==> src/rtl/motor_pkg.sv <==
// Shared definitions for the remote-key motor speed controller:
// key codes, FSM states, duty limit and NEC frame byte layout.
package motor_pkg;

   localparam logic [7:0] KEY_PWR  = 8'h45;
   localparam logic [7:0] KEY_UP   = 8'h46;
   localparam logic [7:0] KEY_DN   = 8'h47;
   localparam logic [7:0] KEY_STOP = 8'h44;
   localparam logic [7:0] KEY_NONE = 8'h00;

   localparam int unsigned DUTY_MAX = 100;

   localparam int unsigned NEC_ADDR_LSB   = 0;
   localparam int unsigned NEC_ADDR_N_LSB = 8;
   localparam int unsigned NEC_CMD_LSB    = 16;
   localparam int unsigned NEC_CMD_N_LSB  = 24;

   typedef enum logic [1:0] {
      ST_OFF,
      ST_RAMP,
      ST_RUN,
      ST_SHUTDOWN
   } motor_state_t;

   function automatic logic [7:0] nec_byte(input logic [31:0] word, input int unsigned lsb);
      return word[lsb +: 8];
   endfunction

endpackage

==> src/rtl/motor_speed_ctrl_tick_gen.sv <==
// Free-running divider: o_tick pulses for one cycle every TICK_DIV clocks.
module tick_gen #(
   parameter int unsigned TICK_DIV = 100
) (
   input  logic i_clk,
   input  logic i_rst_n,
   output logic o_tick
);

   localparam int unsigned      CNT_W    = (TICK_DIV > 1) ? $clog2(TICK_DIV) : 1;
   localparam logic [CNT_W-1:0] CNT_LAST = CNT_W'(TICK_DIV - 1);

   logic [CNT_W-1:0] r_cnt;

   always_ff @(posedge i_clk or negedge i_rst_n) begin
      if (!i_rst_n) begin
         r_cnt <= '0;
      end else if (r_cnt == CNT_LAST) begin
         r_cnt <= '0;
      end else begin
         r_cnt <= r_cnt + CNT_W'(1);
      end
   end

   always_comb begin
      o_tick = (r_cnt == CNT_LAST);
   end

endmodule

==> src/rtl/motor_speed_ctrl.sv <==
// Remote-key motor speed controller: validates NEC frames, honours repeat
// codes for UP/DN, and ramps the delivered duty one percent per tick.
module motor_speed_ctrl
   import motor_pkg::*;
#(
   parameter int unsigned TICK_DIV     = 100,
   parameter int unsigned STEP         = 10,
   parameter int unsigned MIN_DUTY     = 30,
   parameter logic [7:0]  ADDR         = 8'h00,
   parameter int unsigned REPEAT_TICKS = 12
) (
   input  logic        CLK,
   input  logic        RST,
   input  logic [31:0] frame,
   input  logic        frame_vld,
   input  logic        rpt_vld,
   output logic        SW,
   output logic [6:0]  RateSet,
   output logic        ramping,
   output logic        key_err
);

   localparam int unsigned      WIN_W    = $clog2(REPEAT_TICKS + 1);
   localparam logic [WIN_W-1:0] WIN_SAT  = WIN_W'(REPEAT_TICKS);
   localparam logic [6:0]       TGT_MAX  = 7'(DUTY_MAX);
   localparam logic [6:0]       TGT_MIN  = 7'(MIN_DUTY);
   localparam logic [6:0]       TGT_STEP = 7'(STEP);

   logic             w_tick;
   logic [7:0]       w_addr, w_addr_n, w_cmd, w_cmd_n;
   logic             w_frame_ok, w_accept, w_reject, w_rpt_ok;
   logic             w_pwr, w_up, w_dn, w_stop;
   logic [7:0]       w_tgt_sum;
   logic [6:0]       w_tgt_nxt, w_rate_nxt;
   motor_state_t     w_state_nxt;

   logic             r_cmd_vld;
   logic [7:0]       r_cmd;
   logic             r_bad;
   logic [7:0]       r_last_cmd;
   logic [WIN_W-1:0] r_win;
   logic             r_key_err;
   logic [6:0]       r_rate;
   logic [6:0]       r_target;
   motor_state_t     r_state;

   tick_gen #(.TICK_DIV(TICK_DIV)) u_tick_gen (
      .i_clk   (CLK),
      .i_rst_n (RST),
      .o_tick  (w_tick)
   );

   always_comb begin
      w_addr     = nec_byte(frame, NEC_ADDR_LSB);
      w_addr_n   = nec_byte(frame, NEC_ADDR_N_LSB);
      w_cmd      = nec_byte(frame, NEC_CMD_LSB);
      w_cmd_n    = nec_byte(frame, NEC_CMD_N_LSB);
      w_frame_ok = (w_addr == ADDR) && (w_addr_n == ~w_addr) && (w_cmd_n == ~w_cmd);
      w_accept   = frame_vld && w_frame_ok;
      w_reject   = frame_vld && !w_frame_ok;
      w_rpt_ok   = rpt_vld && !frame_vld && (r_last_cmd == KEY_UP || r_last_cmd == KEY_DN)
                   && (r_win < WIN_SAT);
   end

   // Keys are registered here and acted on one edge later, so a strobe
   // sampled at edge N changes state/target and raises key_err at edge N+1.
   always_ff @(posedge CLK or negedge RST) begin
      if (!RST) begin
         r_cmd_vld  <= 1'b0;
         r_cmd      <= KEY_NONE;
         r_bad      <= 1'b0;
         r_last_cmd <= KEY_NONE;
         r_win      <= WIN_SAT;
      end else begin
         r_cmd_vld <= w_accept || w_rpt_ok;
         r_cmd     <= frame_vld ? w_cmd : r_last_cmd;
         r_bad     <= w_reject;
         if (w_accept) begin
            r_last_cmd <= w_cmd;
            r_win      <= '0;
         end else if (w_rpt_ok) begin
            r_win <= '0;
         end else if (w_tick && (r_win < WIN_SAT)) begin
            r_win <= r_win + WIN_W'(1);
         end
      end
   end

   always_comb begin
      w_pwr     = r_cmd_vld && (r_cmd == KEY_PWR);
      w_up      = r_cmd_vld && (r_cmd == KEY_UP);
      w_dn      = r_cmd_vld && (r_cmd == KEY_DN);
      w_stop    = r_cmd_vld && (r_cmd == KEY_STOP);
      w_tgt_sum = {1'b0, r_target} + {1'b0, TGT_STEP};
      w_tgt_nxt = r_target;
      if (w_up) begin
         w_tgt_nxt = (w_tgt_sum > {1'b0, TGT_MAX}) ? TGT_MAX : w_tgt_sum[6:0];
      end else if (w_dn) begin
         w_tgt_nxt = (r_target < (TGT_MIN + TGT_STEP)) ? TGT_MIN : (r_target - TGT_STEP);
      end
   end

   // Ramp steps toward the pre-update target; a new target applies from the next tick.
   always_comb begin
      w_rate_nxt = r_rate;
      if (w_stop) begin
         w_rate_nxt = '0;
      end else if (w_tick) begin
         if (r_state == ST_RAMP) begin
            if (r_rate < r_target) begin
               w_rate_nxt = r_rate + 7'd1;
            end else if (r_rate > r_target) begin
               w_rate_nxt = r_rate - 7'd1;
            end
         end else if ((r_state == ST_SHUTDOWN) && (r_rate != '0)) begin
            w_rate_nxt = r_rate - 7'd1;
         end
      end
   end

   always_ff @(posedge CLK or negedge RST) begin
      if (!RST) begin
         r_rate    <= '0;
         r_target  <= TGT_MIN;
         r_key_err <= 1'b0;
      end else begin
         r_rate    <= w_rate_nxt;
         r_target  <= w_tgt_nxt;
         r_key_err <= r_bad;
      end
   end

   always_ff @(posedge CLK or negedge RST) begin
      if (!RST) begin
         r_state <= ST_OFF;
      end else begin
         r_state <= w_state_nxt;
      end
   end

   always_comb begin
      w_state_nxt = r_state;
      if (w_stop) begin
         w_state_nxt = ST_OFF;
      end else if (w_pwr) begin
         case (r_state)
            ST_OFF:      w_state_nxt = ST_RAMP;
            ST_SHUTDOWN: w_state_nxt = ST_RAMP;
            default:     w_state_nxt = ST_SHUTDOWN;
         endcase
      end else begin
         case (r_state)
            ST_RUN:      if (w_tgt_nxt != r_target) w_state_nxt = ST_RAMP;
            ST_RAMP:     if (w_rate_nxt == w_tgt_nxt) w_state_nxt = ST_RUN;
            ST_SHUTDOWN: if (w_rate_nxt == '0) w_state_nxt = ST_OFF;
            default:     w_state_nxt = r_state;
         endcase
      end
   end

   always_comb begin
      SW      = (r_state != ST_OFF);
      RateSet = r_rate;
      key_err = r_key_err;
      ramping = ((r_state == ST_RAMP) && (r_rate != r_target)) ||
                ((r_state == ST_SHUTDOWN) && (r_rate != '0));
   end

endmodule

==> config.mk <==
export PLATFORM = sky130hd
export DESIGN_NAME = motor_speed_ctrl
export DESIGN_NICKNAME = d
export VERILOG_FILES = /design/src/rtl/motor_pkg.sv /design/src/rtl/motor_speed_ctrl_tick_gen.sv /design/src/rtl/motor_speed_ctrl.sv
export SDC_FILE = /design/constraint.sdc
export NUM_CORES = 1
export LEC_CHECK = 0
export CAP_MARGIN = 5
export CORE_MARGIN = 4
export CORE_UTILIZATION = 51
export CTS_BUF_LIST = sky130_fd_sc_hd__clkbuf_4 sky130_fd_sc_hd__clkbuf_8 sky130_fd_sc_hd__clkbuf_16
export CTS_CLUSTER_DIAMETER = 60
export DETAILED_ROUTE_END_ITERATION = 12
export PLACE_DENSITY = 0.78
export RECOVER_POWER = 25
export SYNTH_ARGS = -nofsm -noshare
export SYNTH_HDL_FRONTEND = slang
export SYNTH_SLANG_ARGS = --single-unit
==> constraint.sdc <==
create_clock -name CLK -period 3.8 [get_ports CLK]
set_clock_uncertainty 0.2 [all_clocks]
set_input_delay 0.95 -clock CLK [delete_from_list [all_inputs] [get_ports CLK]]
set_output_delay 0.95 -clock CLK [all_outputs]
set_load 0.02 [all_outputs]
# After elaboration in Yosys (flattened, before gate mapping)
# Index checks and enable logic that the tools add are counted.
# classes
n_addsub	6
n_lt_le_gt_ge	5
n_eq_ne	18
mux	22
bitwise_logic	2
reduce_logical	28
# ops
operator	n
7-bit 2-to-1 mux	11
8-bit by 7-bit == test with 1-bit output (second input constant)	6
8-bit == test	2
8-bit inverter	2
7-bit by 1-bit adder with 7-bit output (second input constant)	2
1-bit logical AND	14
7-bit inequality test	2
2-bit 2-to-1 mux	6
4-bit 2-to-1 mux	3
7-bit by 4-bit adder with 8-bit output (second input constant)	1
8-bit by 7-bit > comparator with 1-bit output (second input constant)	1
8-bit logical NOT	1
8-bit 2-to-1 mux	1
4-bit by 3-bit inequality test with 1-bit output (second input constant)	2
7-bit == test	1
7-bit == test (second input constant)	1
7-bit > comparator	1
7-bit logical NOT	1
7-bit by 6-bit < comparator with 1-bit output (second input constant)	1
7-bit < comparator	1
7-bit nonzero test	1
7-bit by 1-bit subtractor with 7-bit output (second input constant)	1
7-bit by 4-bit subtractor with 7-bit output (second input constant)	1
2-bit one-hot mux with 3 select lines	1
13 further kinds	17
# totals
ff_bits	46
input_bits	36
output_inout_bits	10
elab_cells	91

# Longest topological paths before layout
# depth
depth_word	11
ltp_mapped	13
depth_no_buf	12

# Modules after synthesis
# A second synthesis with hierarchy kept.
# hier_totals
hier_cells	362
area_unflattened_um2	3402.0
# by_module_without_submodules
mod	n_inst	cells_each	area_each_um2	seq_area_each_um2
motor_speed_ctrl	1	333	3056.7	983.4
tick_gen	1	29	345.3	175.2

# Worst setup path after synthesis
# No wires, ideal clock.
# synth_path
kind	reg-to-reg
from	reg r_target[4]
to	reg r_state[1]
setup_time_ps	77
t_arrival_ps	3489
required_ps	3523
slack_ps	33
stages_incl_launch_ff	14
path_buffers	1
period_less_slack_ps	3767
cell_sequence	dfstp_2 > buf_2 > inv_2 > ha_1 > a21oi_1 > o21ai_1 > nor4_1 > a311o_1 > o211ai_1 > xor2_1 > or4_1 > o41a_1 > o32a_1 > a21oi_1
# synth_between
elab_chain_len	9
elab_cells_between_ends	22
classes_between	add/sub (2); order compare (4); eq/ne (5); mux (9); reduce/logical (2)
# synth_rtl
item	line	rtl
start: declaration	motor_speed_ctrl.sv:44	logic [6:0] r_target;
start signal: assignment	motor_speed_ctrl.sv:128	r_target <= w_tgt_nxt;
branches (longest 8 deep; another with 7-bit by 4-bit adder with 8-bit output)	--	
4-bit AND reduction (no line) (*)	--	
end signal: assignment	motor_speed_ctrl.sv:137	r_state <= w_state_nxt;
end: declaration	motor_speed_ctrl.sv:45	motor_state_t r_state;
# Mark *: on every way between the ends.
# A chain may end at the register's enable or synchronous reset.

# Worst setup path after layout
# layout_path
from	reg r_target[2]
to	reg r_state[1]
# layout_between
elab_cells_between_ends	22
classes_between	add/sub (2); order compare (4); eq/ne (5); mux (9); reduce/logical (2)
# layout_rtl
item	line	rtl
7-bit by 4-bit adder with 8-bit output or 7-bit by 6-bit < comparator with 1-bit output (tied branches)	motor_speed_ctrl.sv:94, motor_speed_ctrl.sv:99	
8-bit by 7-bit > comparator with 1-bit output or 7-bit 2-to-1 mux (tied branches)	motor_speed_ctrl.sv:97, motor_speed_ctrl.sv:99	
7-bit 2-to-1 mux, on equally long branches	motor_speed_ctrl.sv:97, motor_speed_ctrl.sv:98	
7-bit 2-to-1 mux (*)	motor_speed_ctrl.sv:96	if (w_up) begin
via w_tgt_nxt[1]	motor_speed_ctrl.sv:34	logic [6:0] w_tgt_nxt, w_rate_nxt;
7-bit inequality test or 7-bit == test (tied branches)	motor_speed_ctrl.sv:153, motor_speed_ctrl.sv:154	
4-bit inequality test (no line) or 4-bit by 3-bit inequality test with 1-bit output (tied branches)	--	
4-bit AND reduction (no line) (*)	--	
# The timed path passes the listed nets; every way through them passes the cells marked *.

==> summary.txt <==
status - finished with violations
failing checks - capacitance limit, slew limit, setup timing
Clock Latency Late Sink - 0.31 ns
reg2reg start - r_target[2]
crit path kind - register to register
layout cells sized above 1 - 26.4%
DRT iter0 DRCs - 397
area delta synth->final - 32.8%
post-synth net total - 440
first-pass GRT wire length - 15700 µm
antenna-violating nets left - 0
total track usage - 23.1%
type of origin of the critical path - register
worst hold endpoint - key_err
Pwr Density - 207 nW/µm²
register area share after synthesis - 33.1%
Post-DP HPWL - 7470 µm
register-to-register setup slack - -0.006 ns
Clk network pwr share - 39.5%
largest net degree at the start of global routing - 29
Max Cap Violations - 1
asr flop ratio synth - 100%
sequential group share of total power - 51.9%
Initial Util - 53.9%
CTS sink count - 46
Min Clock Period, post-route - 3.81 ns
initial antenna violation count - 0
Final Hold Viols - 0
switching part of the total power - 22.4%
Avg WL per Cell - 18.0 µm
cell count after synthesis - 385
Synth warnings - 0
VDD IR max - 0.224 mV
Logic pwr share - 8.6%
Die ar. - 8250 µm²
Lkg Pwr - 2.02 nW
hold_buf cts - 0
Worst Reg2Reg Path Length in Cells - 12
Distinct cells, synth - 75
H-Tree Depth - 2
clk root buf - clkbuf_8
Worst Hold Depth - 0
gr ovfl total - 0
crit path max fanout - 7
Via density - 6.21
Slew Viols, Final - 29
Tot Pwr - 962 µW
Slew headroom - -6.07%
number of global-route vias before repair - 3259
Port Buffers - 45
design internal power - 747 µW
Inserted Clock Buffers - 5
Post-synth EDFFs - 0
HP Class - register to register
Post-Route WL - 9900 µm
I/O pin count - 46
Slew @ Worst Pin - 1.59 ns
Psw - 215 µW
drc violations - 0
Main synth FF type - dfrtp_1
DIE WIDTH - 90.9 µm
Die Ht - 90.9 µm
synthesis-stage register bit count - 46
Post-Syn Area - 3500 µm²
ANT cells - 0
setup ws final - -0.00609 ns
row count - 29
final net count - 528
drt first pass iters - 5
RSZ-0062 raised after global routing - yes
reg-to-reg endpoint - r_state[1]
Critical Path RT - 3.84 ns
fmax - 263 MHz
Clock transition at path regs - 0.09 ns
Arr. time, crit path - 3.85 ns
Synth Area per Inst - 9.09 µm²
hold wc startpoint - r_bad
Vias - 3424
period utilization - 100%
CP Capture Type - register
core area - 6490 µm²
CTS tree - built
placer congestion estimate - 0.981
Final Setup Violations - 1
design area - 4650 µm²
Post-DP Area - 4260 µm²
Max clock buf depth - 2
timing repair:
action	in CTS	in global routing
buffers inserted	1	11
setup endpoints to repair	1	2
gates resized for setup	5	31
cloned	0	0
pin swaps	3	27
per-layer routing:
layer	vias up	global-route usage [%]	part of all wire, %	routed length (µm)
met3	23	5.25	7.5	745
met1	1633	31.7	42	4210
met4	0	5.53	1.8	182
li1	1611	-	-	-
met2	157	37.2	48	4770
met5	-	0	0	0
cells in the final DEF, fill, tap and decap left out, types with 4 or more instances in the layout:
master,count
a21oi_2,5
nor4_1,4
ha_1,15
clkdlybuf4s50_1,44
ha_4,4
mux2_2,14
o31ai_1,5
xor2_1,17
a31oi_1,4
a21o_1,7
buf_4,48
nand3_1,15
xnor2_1,13
inv_1,21
a21oi_1,12
nand2_1,28
clkbuf_8,5
o21ai_0,14
or3_1,6
nor2_1,16
dfrtp_1,40
nor3_2,4
dfstp_2,6
o211ai_1,4
nor3_1,12
nand4_1,10
flip-flops by register name, indices dropped and copies added, names as in the netlist:
register	count
r_cmd_vld	1
r_last_cmd	8
r_state	2
r_win	4
u_tick_gen.r_cnt	7
key_err	1
r_cmd	8
r_target	7
r_bad	1
RateSet	7
power groups by stage:
stage / registers (mW) / logic, mW / clock network (mW)
finish: 0.499 / 0.0822 / 0.380
global route: 0.500 / 0.0895 / 0.407
CTS: 0.499 / 0.0827 / 0.385
detailed placement: 0.509 / 0.0823 / 0
global placement: 0.508 / 0.0803 / 0
floorplan: 0.507 / 0.0252 / 0
through the flow:
stage	TNS [ns]	cells	hold slack [ns]	setup slack, ns	util [%]
CTS	0	540	0.176	0.0205	67.7
global route	-0.253	551	0.180	-0.131	71.6
detailed placement	-0.0358	531	0.158	-0.0358	65.5
finish	-0.00609	551	0.166	-0.00609	71.6
floorplan	0	385	0.131	0.0332	-
global placement	0	531	0.139	0.0570	65.5
cells in the mapped netlist (all sizes together), types with 4 or more instances:
library cell / count / area [µm²]
xnor2: 14 / 123
mux2: 14 / 158
o21ai: 19 / 106
buf: 10 / 56.3
clkbuf: 4 / 15.0
ha: 19 / 238
o211a: 4 / 40.0
o211ai: 4 / 30.0
nor3: 16 / 90.1
dfrtp: 40 / 1000
nand3: 16 / 85.1
inv: 25 / 93.8
nand4: 10 / 62.6
or2: 5 / 31.3
a21o: 7 / 52.6
or3: 7 / 48.8
xor2: 17 / 149
nor2: 17 / 63.8
a31oi: 4 / 25.0
nor4: 6 / 37.5
a211oi: 4 / 35.0
a21oi: 19 / 103
dfstp: 6 / 158
o31ai: 6 / 45.0
nand2: 28 / 105
critical path, stage by stage, from the launching register on:
cell,delay (ns)
dfstp_2,0.57
buf_4,0.16
ha_1,0.20
xnor2_1,0.15
a21oi_1,0.11
a221o_1,0.39
o31ai_1,0.30
a221oi_2,0.12
xnor2_1,0.14
or4_1,0.50
o41a_1,0.42
o32a_1,0.38
a21oi_2,0.11
final cells by class:
type	count	area, µm²
Clock buffer	6	76.3
Clock inverter	2	37.5
Fill cell	494	1850
Inverter	25	96.3
Multi-Input combinational cell	300	2360
Sequential cell	46	1160
Tap cell	77	96.3
Timing Repair Buffer	95	827
worst max path at each step:
stage	from	slack (ns)	endpoint	depth (start not counted)
after floorplan	r_target[4]	0.03	r_state[1]	13
after global placement	r_target[4]	0.06	r_state[1]	14
after detailed placement	r_target[2]	-0.04	r_state[1]	12
after CTS	r_target[4]	0.02	r_state[1]	12
after global routing	r_target[2]	-0.13	r_state[1]	13
final	r_target[2]	-0.006	r_state[1]	12
cells by family (layout without fill, tap and decap cells):
family / count (synthesis) / in the layout / share of synthesized area (%)
AND/OR/NAND/NOR: 135 / 135 / 21.9
XOR/XNOR: 31 / 31 / 7.76
adder cells (fa/ha/maj): 19 / 19 / 6.79
multiplexers: 15 / 15 / 4.79
AO/OA/AOI/OAI: 100 / 100 / 21.0
flip-flops: 46 / 46 / 33.1
buffers and inverters: 39 / 128 / 4.72
Power figures use the tool's default switching activity.
